===== config.mk =====
export PLATFORM = sky130hd
export DESIGN_NAME = rfphoenix_vec_reduce_flat
export DESIGN_NICKNAME = d
export VERILOG_FILES = /design/src/rtl/rfphoenix_vec_reduce_pkg.sv /design/src/rtl/rfphoenix_vec_reduce_if.sv /design/src/rtl/rfphoenix_vec_reduce_red_op.sv /design/src/rtl/rfphoenix_vec_reduce.sv /design/src/flat_wrapper.sv
export SDC_FILE = /design/constraint.sdc
export NUM_CORES = 1
export LEC_CHECK = 0
export ABC_AREA = 0
export BUFFER_PORTS_ARGS = -buffer_cell sky130_fd_sc_hd__clkbuf_2
export CORE_MARGIN = 2
export CORE_UTILIZATION = 40
export DETAILED_ROUTE_END_ITERATION = 10
export MAX_ROUTING_LAYER = met4
export SETUP_SLACK_MARGIN = 0.2
export SYNTH_ARGS = -nofsm -noshare
export SYNTH_HDL_FRONTEND = slang
export SYNTH_HIERARCHICAL = 1
export SYNTH_SLANG_ARGS = --single-unit

===== constraint.sdc =====
create_clock -name clk -period 22.7 [get_ports clk]
set_input_delay 4.54 -clock clk [delete_from_list [all_inputs] [get_ports clk]]
set_output_delay 4.54 -clock clk [all_outputs]
set_load 0.01 [all_outputs]

===== src/rtl/rfphoenix_vec_reduce_pkg.sv =====
// Shared types for the vector lane-reduction unit: lane geometry, value types,
// reduction opcodes, FSM states and the per-opcode identity element.
package rfphoenix_vec_reduce_pkg;

    localparam int NLANES = 16;
    localparam int WID    = 32;

    typedef logic [WID-1:0]        Value;
    typedef logic [NLANES*WID-1:0] VecValue;

    typedef enum logic [2:0] {
        RED_SUM  = 3'd0,
        RED_AND  = 3'd1,
        RED_OR   = 3'd2,
        RED_XOR  = 3'd3,
        RED_MINS = 3'd4,
        RED_MAXS = 3'd5,
        RED_MINU = 3'd6,
        RED_MAXU = 3'd7
    } red_op_e;

    typedef enum logic [1:0] {
        ST_IDLE = 2'd0,
        ST_RUN  = 2'd1,
        ST_DONE = 2'd2
    } red_state_e;

    // Identity for a w-bit datapath (w <= 64), returned in the low w bits.
    function automatic logic [63:0] identity_w(red_op_e op, int unsigned w);
        logic [63:0] ones;
        logic [63:0] msb;
        ones = (w >= 64) ? '1 : ((64'd1 << w) - 64'd1);
        msb  = 64'd1 << (w - 1);
        case (op)
            RED_AND, RED_MINU: identity_w = ones;
            RED_MINS:          identity_w = ones >> 1;
            RED_MAXS:          identity_w = msb;
            default:           identity_w = '0;
        endcase
    endfunction

    function automatic Value identity(red_op_e op);
        logic [63:0] t;
        t = identity_w(op, WID);
        return t[WID-1:0];
    endfunction

endpackage


===== src/rtl/rfphoenix_vec_reduce_if.sv =====
// Request/result handshake bundle between the execute stage and the reduction unit.
interface rfphoenix_vec_reduce_if #(
    parameter int NLANES = 16,
    parameter int WID    = 32
);
    localparam int CW = $clog2(NLANES) + 1;

    logic                  i_valid;
    logic                  i_ready;
    logic [2:0]            i_op;
    logic [NLANES-1:0]     i_mask;
    logic [NLANES*WID-1:0] i_a;
    logic                  o_valid;
    logic                  o_ready;
    logic [WID-1:0]        o_res;
    logic [CW-1:0]         o_cnt;

    modport master (
        output i_valid, i_op, i_mask, i_a, o_ready,
        input  i_ready, o_valid, o_res, o_cnt
    );

    modport slave (
        input  i_valid, i_op, i_mask, i_a, o_ready,
        output i_ready, o_valid, o_res, o_cnt
    );

endinterface


===== src/rtl/rfphoenix_vec_reduce_red_op.sv =====
// Combinational fold step: combines the running accumulator with one lane value.
module rfphoenix_red_op
    import rfphoenix_vec_reduce_pkg::*;
#(
    parameter int WID = 32
) (
    input  red_op_e        op,
    input  logic [WID-1:0] acc,
    input  logic [WID-1:0] lane,
    output logic [WID-1:0] res
);

    logic signed [WID-1:0] acc_s;
    logic signed [WID-1:0] lane_s;

    assign acc_s  = acc;
    assign lane_s = lane;

    always_comb begin
        res = acc;
        case (op)
            RED_SUM:  res = acc + lane;
            RED_AND:  res = acc & lane;
            RED_OR:   res = acc | lane;
            RED_XOR:  res = acc ^ lane;
            RED_MINS: res = (lane_s < acc_s) ? lane : acc;
            RED_MAXS: res = (lane_s > acc_s) ? lane : acc;
            RED_MINU: res = (lane < acc) ? lane : acc;
            RED_MAXU: res = (lane > acc) ? lane : acc;
            default:  res = acc;
        endcase
    end

endmodule


===== src/rtl/rfphoenix_vec_reduce.sv =====
// Sequential lane reduction: captures a vector, folds one active lane per clock
// for exactly NLANES cycles, then offers the scalar result on a valid/ready port.
module rfphoenix_vec_reduce
    import rfphoenix_vec_reduce_pkg::*;
#(
    parameter int NLANES = rfphoenix_vec_reduce_pkg::NLANES,
    parameter int WID    = rfphoenix_vec_reduce_pkg::WID
) (
    input  logic                   clk,
    input  logic                   rst,
    rfphoenix_vec_reduce_if.slave  bus
);

    localparam int LW = $clog2(NLANES);
    localparam int CW = LW + 1;

    red_state_e            state;
    red_state_e            state_nx;
    logic [LW-1:0]         lane_q;
    logic [CW-1:0]         cnt_q;
    logic [WID-1:0]        acc_q;
    red_op_e               op_q;
    logic [NLANES-1:0]     mask_q;
    logic [NLANES*WID-1:0] a_q;

    logic [WID-1:0]        lanes [NLANES];
    logic [WID-1:0]        lane_val;
    logic [WID-1:0]        fold_val;
    logic [63:0]           ident_w;
    red_op_e               op_in;

    for (genvar g = 0; g < NLANES; g++) begin : g_lane
        assign lanes[g] = a_q[g*WID +: WID];
    end

    assign op_in    = red_op_e'(bus.i_op);
    assign ident_w  = identity_w(op_in, WID);
    assign lane_val = lanes[lane_q];

    rfphoenix_red_op #(.WID(WID)) u_red_op (
        .op   (op_q),
        .acc  (acc_q),
        .lane (lane_val),
        .res  (fold_val)
    );

    assign bus.i_ready = (state == ST_IDLE);
    assign bus.o_valid = (state == ST_DONE);
    assign bus.o_res   = acc_q;
    assign bus.o_cnt   = cnt_q;

    always_comb begin
        state_nx = state;
        case (state)
            ST_IDLE: if (bus.i_valid) state_nx = ST_RUN;
            ST_RUN:  if (lane_q == LW'(NLANES - 1)) state_nx = ST_DONE;
            ST_DONE: if (bus.o_ready) state_nx = ST_IDLE;
            default: state_nx = ST_IDLE;
        endcase
    end

    always_ff @(posedge clk) begin
        if (rst) begin
            state  <= ST_IDLE;
            lane_q <= '0;
            cnt_q  <= '0;
            acc_q  <= '0;
        end else begin
            state <= state_nx;
            case (state)
                ST_IDLE: if (bus.i_valid) begin
                    acc_q  <= ident_w[WID-1:0];
                    lane_q <= '0;
                    cnt_q  <= '0;
                end
                ST_RUN: begin
                    // Masked-off lanes still take a cycle so latency is mask-independent.
                    if (mask_q[lane_q]) begin
                        acc_q <= fold_val;
                        cnt_q <= cnt_q + 1'b1;
                    end
                    lane_q <= lane_q + 1'b1;
                end
                default: ;
            endcase
        end
    end

    // Operand capture: data-only registers, loaded on accept.
    always_ff @(posedge clk) begin
        if (state == ST_IDLE && bus.i_valid) begin
            op_q   <= op_in;
            mask_q <= bus.i_mask;
            a_q    <= bus.i_a;
        end
    end

endmodule


===== src/flat_wrapper.sv =====
// flat-port wrapper written by rule: the top's interface ports become plain ports
module rfphoenix_vec_reduce_flat import rfphoenix_vec_reduce_pkg::*;
#(
    parameter int NLANES = rfphoenix_vec_reduce_pkg::NLANES,
    parameter int WID    = rfphoenix_vec_reduce_pkg::WID
)
  (clk, rst, bus_i_valid, bus_i_op, bus_i_mask, bus_i_a, bus_o_ready, bus_i_ready, bus_o_valid, bus_o_res, bus_o_cnt);
  rfphoenix_vec_reduce_if #(.NLANES(NLANES), .WID(WID)) bus_i ();
  input  logic clk;
  input  logic rst;
  input wire logic [$bits(bus_i.i_valid)-1:0] bus_i_valid;
  input wire logic [$bits(bus_i.i_op)-1:0] bus_i_op;
  input wire logic [$bits(bus_i.i_mask)-1:0] bus_i_mask;
  input wire logic [$bits(bus_i.i_a)-1:0] bus_i_a;
  input wire logic [$bits(bus_i.o_ready)-1:0] bus_o_ready;
  output wire logic [$bits(bus_i.i_ready)-1:0] bus_i_ready;
  output wire logic [$bits(bus_i.o_valid)-1:0] bus_o_valid;
  output wire logic [$bits(bus_i.o_res)-1:0] bus_o_res;
  output wire logic [$bits(bus_i.o_cnt)-1:0] bus_o_cnt;
  assign bus_i.i_valid = bus_i_valid;
  assign bus_i.i_op = bus_i_op;
  assign bus_i.i_mask = bus_i_mask;
  assign bus_i.i_a = bus_i_a;
  assign bus_i.o_ready = bus_o_ready;
  assign bus_i_ready = bus_i.i_ready;
  assign bus_o_valid = bus_i.o_valid;
  assign bus_o_res = bus_i.o_res;
  assign bus_o_cnt = bus_i.o_cnt;
  rfphoenix_vec_reduce #(.NLANES(NLANES), .WID(WID)) u_core (.clk(clk), .rst(rst), .bus(bus_i));
endmodule

==> results.yml, run 1 <==
finish:
  seq_area_sq_mm: 0.0168
  area_growth_pct: 22.4
  drive_gt1_frac: 0.393
  fillerInstances: 5548
  multiInputGateArea_sq_mm: 0.00853
  nets: 2820
  final_util: 0.497
grt:
  grtUsageMet3: 0.0642
  grt_usage: 0.224
  grt_pass1_wl_mm: 108
  grt_busiest_layer: "met2"
  antenna_found_initial: 16
  grt_max_degree: 150
  first_global_vias: 17300
  overflow: 0
  use_met1: 0.271
  grt_use_met2: 0.363
route:
  avgViaCountPerCell: 5.33
  dr.pass1.iters: 5
  wl_per_cell_microns: 23.8
  drt_iter0_markers: 1621
  routed_wl_mm: 74.0
  antenna_left: 0
  vias: 16600
  drcViolationCount: 0
power_and_ir_drop:
  leakagePower_nw: 12.2
  sequentialPowerShare: 0.467
  power_density_mw_per_mm2: 83.5
  p_int_mw: 2.00
  sw_frac_of_total: 0.255
  clockPowerShare: 0.393
  p_comb_frac: 0.140
  switching_power_mw: 0.685
  peakVddDrop_mv: 0.0599
floorplanning:
  io_pins: 574
  start_util: 0.406
  rows: 93
  fp.dieH_microns: 260
  die_x_microns: 260
  core-area_sq_mm: 0.0647
  die-area_sq_mm: 0.0677
clock_network:
  clock-sinks: 574
  cts_tree: "yes"
  path_clk_slew_ns: 0.06
  cts_resized: 0
  root_buffer: "clkbuf_16"
  cts_buffer_depth: 3
  cts_buffers: 66
  htree_levels: 3
  postCtsSetupRepairBufs: 0
  insertion_delay_ns: 0.63
  cts_hold_buf: 0
sta:
  min_period_ns: 7.37
  relSlewSlack: 0.169
  clock.fmax_ghz: 0.136
  finalSetupViolCount: 0
  fin_skew_ns: 0.0416
  finalCritPeriodShare: 0.325
  finalSetupTns_ns: 0
  final_max_slew_viol_count: 0
  hold_viol_final: 0
  worst_pin_slew_ns: 1.24
  rsz0062_at_grt: "false"
synth:
  synth_area_sq_mm: 0.0263
  avgSynthCellArea_sq_um: 16.2
  syn_nets: 2255
  yosys_warnings: 6
  ys.flop_type: "edfxtp_1"
  synth_cell_types: 72
  syn-instance-count: 1621
  async_flop_share: 0
  yosysSeqAreaShare: 0.640
  synth-edff-count: 531
  ys_ff_latch: 574
worst_hold_path:
  hp-class: "reg2reg"
  min_from: "u_core/bus.o_res[22]"
  worstHoldEndpoint: "u_core/bus.o_res[22]"
  min_path_cells: 2
place:
  io_buffers: 573
  place_congestion: 0.855
  hpwl_mm: 53.3
worst_setup_path:
  ff2ff_path_depth: 17
  arrival_ns: 7.88
  r2r-start: "u_core/lane_q[0]"
  cp_max_fo: 43
  start_kind: "register"
  crit_type: "reg2reg"
  ff2ff_setup_slack_ns: 15.33
  reg2reg_to: "u_core/bus.o_res[29]"
  cp-end-kind: "register"
  cp_data_required_time_ns: 23.21
flow_run:
  max_cap_viol_count: 0
status:
  status: "finished, final reports clean"
[worst max-delay path, cell delays in order, from the launching register on]
cell	delay, ns
dfxtp_4	0.63
buf_4	0.65
buf_4	0.81
mux4_2	0.61
mux4_2	0.58
inv_1	0.09
ha_1	0.30
nor4_1	0.57
nand4_1	0.25
nor3_1	0.32
nand2b_1	0.26
nand3b_1	0.11
o211ai_1	0.99
buf_4	0.46
a221oi_1	0.14
o21ai_0	0.10
nand2_1	0.08
a221oi_1	0.31
[cell usage after synthesis, drive strengths merged (20+ instances only)]
library cell  instances  area (sq um)
o22ai                20           125
nor2                 46           173
a21oi                44           220
nand2                88           330
xnor2                20           175
clkbuf               55           208
a22oi                29           218
buf                  44           259
dfxtp                43           861
ha                   98          1230
edfxtp              531         15900
o21ai                64           320
mux4                164          3690
inv                 124           465
a221oi               40           382
[cell type report]
cell class,count,area share
tap,855,0.0333
timing repair buffer,596,0.0950
inverter,124,0.0147
sequential,574,0.523
clock inverter,42,0.0149
antenna,17,0.00132
multi-input combinational,824,0.265
clock buffer,76,0.0525
[how the worst max path moves through the flow]
stage                                start                   end  slack (ns)  cells past startpoint
after global placement         bus_i_valid       u_core/a_q[108]       15.15                      5
after floorplan                bus_i_valid  u_core/bus.o_res[21]        4.68                      6
after global routing      u_core/lane_q[0]  u_core/bus.o_res[16]       14.57                     17
after detailed placement       bus_i_valid       u_core/a_q[269]       15.03                      5
after CTS                 u_core/lane_q[0]  u_core/bus.o_res[29]       15.22                     17
final                     u_core/lane_q[0]  u_core/bus.o_res[29]       15.33                     17
[metal layers]
metal  part of all wire  up-vias  wire length (microns)
met5                  0        -                      0
met4              0.027        0                   1970
met3              0.078      108                   5810
met2               0.51      624                  37600
met1               0.39     8248                  28600
li1                   -     7596                      -
[state kept, by name (all words and copies together), names as in the netlist]
register          cells
u_core/a_q          512
u_core/bus.o_cnt      5
u_core/bus.o_res     32
u_core/lane_q         4
u_core/mask_q        16
u_core/op_q           3
u_core/state          2
[placed cells by master, fill, tap and decap left out, types with 12 or more instances in the layout]
master	instances
a221o_1	19
buf_4	22
diode_2	17
inv_1	121
mux2i_1	12
o21ai_0	64
clkinv_1	16
ha_1	98
o22ai_1	20
clkbuf_16	66
a21oi_1	44
mux4_2	164
nand2_1	88
a22oi_1	29
a221oi_1	35
dfxtp_1	40
clkbuf_2	573
edfxtp_1	531
nor2_1	46
nand3_1	18
xnor2_1	20
[power by group through the flow]
stage                     clock network [mW]  registers [mW]  logic (mW)
final                                   1.05            1.25       0.376
after global routing                    1.12            1.26       0.415
after CTS                               1.08            1.25       0.378
after detailed placement                   0            1.28       0.376
after global placement                     0            1.27       0.370
after floorplan                            0            1.30       0.247
[stage by stage]
step / worst slack (ns) / cells / hold WS [ns] / total power, mW / instance area (sq um)
after detailed placement: 15.03 / 2973 / 0.515 / 1.65 / 29900
after global placement: 15.15 / 2973 / 0.500 / 1.64 / 29900
final: 15.33 / 3108 / 0.517 / 2.68 / 32100
after global routing: 14.57 / 3106 / 0.543 / 2.79 / 32100
after CTS: 15.22 / 3091 / 0.523 / 2.72 / 32100
after floorplan: 4.68 / 1621 / 0.524 / 1.54 / 26300
[cell families after synthesis]
family,share of synthesized area
and+or+nand+nor,0.0424
muxes,0.147
adders and majority gates,0.0475
xor gates and xnor gates,0.00834
buffers and inverters,0.0355
DFF,0.640
AOI/OAI and AO/OA,0.0793
(Power assumes the default switching activity.)
==> inputs of run 2 (changes only) <==
Clock period 22.7 ns to 6.4 ns, I/O delays scaled along.
==> run 2 against run 1 <==
Against the previous run: final cell count up 0.32%; sequential share of layout area fell by 0.15 points; clock skew fell by 0.024 ns; die area stayed put; utilization is 0.14 points higher; combinational power grew to 3.6 times the previous value; sequential power increased to 3.6 times the previous value; clock-buffer cell count fell by 5; worst setup slack lost 15 ns; design area up 0.29%; critical endpoint is now u_core/bus.o_res[9]; highest routed layer unchanged.
==> results.yml, run 2 (synthesized netlist as in run 1, its figures left out) <==
status:
  status: "finished, final reports clean"
clock_network:
  insertion_delay_ns: 0.62
  htree_levels: 2
  cts_hold_buf: 0
  cts_resized: 0
  cts_buffer_depth: 3
  path_clk_slew_ns: 0.07
  postCtsSetupRepairBufs: 0
  cts_buffers: 59
  cts_tree: "yes"
  root_buffer: "clkbuf_16"
  clock-sinks: 574
sta:
  finalSetupTns_ns: 0
  final.setup.worst_slack_ns: 0.560
  final_max_slew_viol_count: 0
  worst_pin_slew_ns: 1.35
  fin_skew_ns: 0.0176
  finalCritPeriodShare: 0.913
  hold_viol_final: 0
  finalSetupViolCount: 0
  relSlewSlack: 0.101
  rsz0062_at_grt: "false"
  clock.fmax_ghz: 0.171
  min_period_ns: 5.84
worst_setup_path:
  start_kind: "register"
  crit_end: "u_core/bus.o_res[9]"
  ff2ff_setup_slack_ns: 0.56
  r2r-start: "u_core/lane_q[0]"
  ff2ff_path_depth: 16
  cpPeakStageDelay_ns: 0.66
  crit_type: "reg2reg"
  cp_max_fo: 52
  arrival_ns: 6.34
  cp_slowest_cell: "o31ai_1"
  startpoint: "u_core/lane_q[0]"
  cp_data_required_time_ns: 6.90
  cp_cell_sequence: "buf_12 -> mux4_2 -> mux4_2 -> inv_1 -> ha_1 -> inv_1 -> a21oi_1 -> a21oi_1 -> o41a_1 -> o31ai_1 -> a211o_1 -> buf_4 -> a22oi_1 -> o21ai_0 -> nand2_1 -> a221oi_1"
  reg2reg_to: "u_core/bus.o_res[9]"
  cp-end-kind: "register"
finish:
  drive_gt1_frac: 0.401
  multiInputGateArea_sq_mm: 0.00863
  fillerInstances: 5531
  largest-register: "u_core/a_q"
  seq_area_sq_mm: 0.0168
  area_growth_pct: 22.8
  nets: 2826
  final_common_cell: "clkbuf_2"
  layout_common_cells: "clkbuf_2 (573), edfxtp_1 (531), mux4_2 (164)"
  largest_reg_flops: 512
power_and_ir_drop:
  switching_power_mw: 2.31
  leakagePower_nw: 12.2
  peakVddDrop_mv: 0.297
  power_density_mw_per_mm2: 290
  sequentialPowerShare: 0.476
  p_comb_frac: 0.146
  finalPower_mw: 9.35
  sw_frac_of_total: 0.247
  clockPowerShare: 0.377
  p_int_mw: 7.04
grt:
  grt_pass1_wl_mm: 111
  first_global_vias: 17500
  grt_usage: 0.229
  overflow: 0
  antenna_found_initial: 22
  grt_max_degree: 215
route:
  dr.pass1.iters: 6
  met1Wirelength_mm: 29.9
  vias: 16700
  wl_met3_mm: 4.52
  antenna_left: 0
  avgViaCountPerCell: 5.36
  routed_wl_mm: 76.0
  drcViolationCount: 0
  wl_met2_mm: 39.3
  top_layer: "met4"
  wl_per_cell_microns: 24.4
  drt_iter0_markers: 1315
place:
  io_buffers: 573
  pre_cts_ws_ns: 0.518
  hpwl_mm: 56.0
  place_congestion: 0.919
worst_hold_path:
  hp-class: "reg2reg"
  min_from: "u_core/bus.o_res[23]"
floorplanning:
  die_x_microns: 260
  die-area_sq_mm: 0.0677
  core-area_sq_mm: 0.0647
  fp.dieH_microns: 260
  io_pins: 574
  rows: 93
  start_util: 0.406
flow_run:
  max_cap_viol_count: 0
-- run 2: cell count changes in the layout (fill, tap and decap cells not counted), sizes merged --
cell      change
clkinv        -3
bufinv        +4
clkinvlp      -1
diode         +6
inv           -4
buf          +13
clkbuf        -5
-- run 2: how the worst min path moves through the flow --
stage / endpoint / slack (ns) / cells past startpoint
final: u_core/bus.o_res[23] / 0.52 / 2
after detailed placement: u_core/bus.o_res[23] / 0.51 / 2
after floorplan: u_core/bus.o_cnt[1] / 0.52 / 2
after CTS: u_core/bus.o_res[23] / 0.52 / 2
after global routing: u_core/bus.o_res[23] / 0.54 / 2
after global placement: u_core/bus.o_cnt[1] / 0.50 / 2
-- run 2: cell type report --
| type | count | area share |
|---|---|---|
| diodes | 23 | 0.00179 |
| repair buffers | 609 | 0.100 |
| inverters | 124 | 0.0146 |
| clock inverters | 38 | 0.0133 |
| well taps | 855 | 0.0332 |
| clock buffers | 71 | 0.0479 |
| multi-input cells | 824 | 0.268 |
| flip-flops and latches | 574 | 0.522 |
-- run 2: metal layers --
metal / vias up / GRT usage
met5: - / -
met4: 0 / 0.0844
met3: 125 / 0.0440
met2: 579 / 0.380
met1: 8409 / 0.279
li1: 7609 / -
-- run 2: metrics by stage --
| step | hold WS [ns] | instances | util | instance area (sq um) |
|---|---|---|---|---|
| after floorplan | 0.524 | 1621 | - | 26400 |
| after global placement | 0.498 | 2986 | 0.467 | 30200 |
| after detailed placement | 0.511 | 2986 | 0.467 | 30200 |
| after CTS | 0.521 | 3095 | 0.497 | 32200 |
| after global routing | 0.540 | 3117 | 0.498 | 32200 |
| final | 0.517 | 3118 | 0.498 | 32200 |
-- run 2: critical path: cells and delay by family (launching register included) --
family                     cells  cell delay (ns)
adders and majority gates      1             0.27
muxes                          2             1.16
and+or+nand+nor                1             0.07
buffers and inverters          4             0.96
AOI/OAI and AO/OA              8             2.72
DFF                            1             0.47
-- run 2: power by group through the flow --
stage               sequential (mW)  combinational, mW  clock [mW]
floorplan                      4.56              0.888           0
global placement               4.52               1.34           0
detailed placement             4.53               1.37           0
CTS                            4.45               1.37        3.60
global route                   4.47               1.50        3.73
finish                         4.45               1.37        3.53
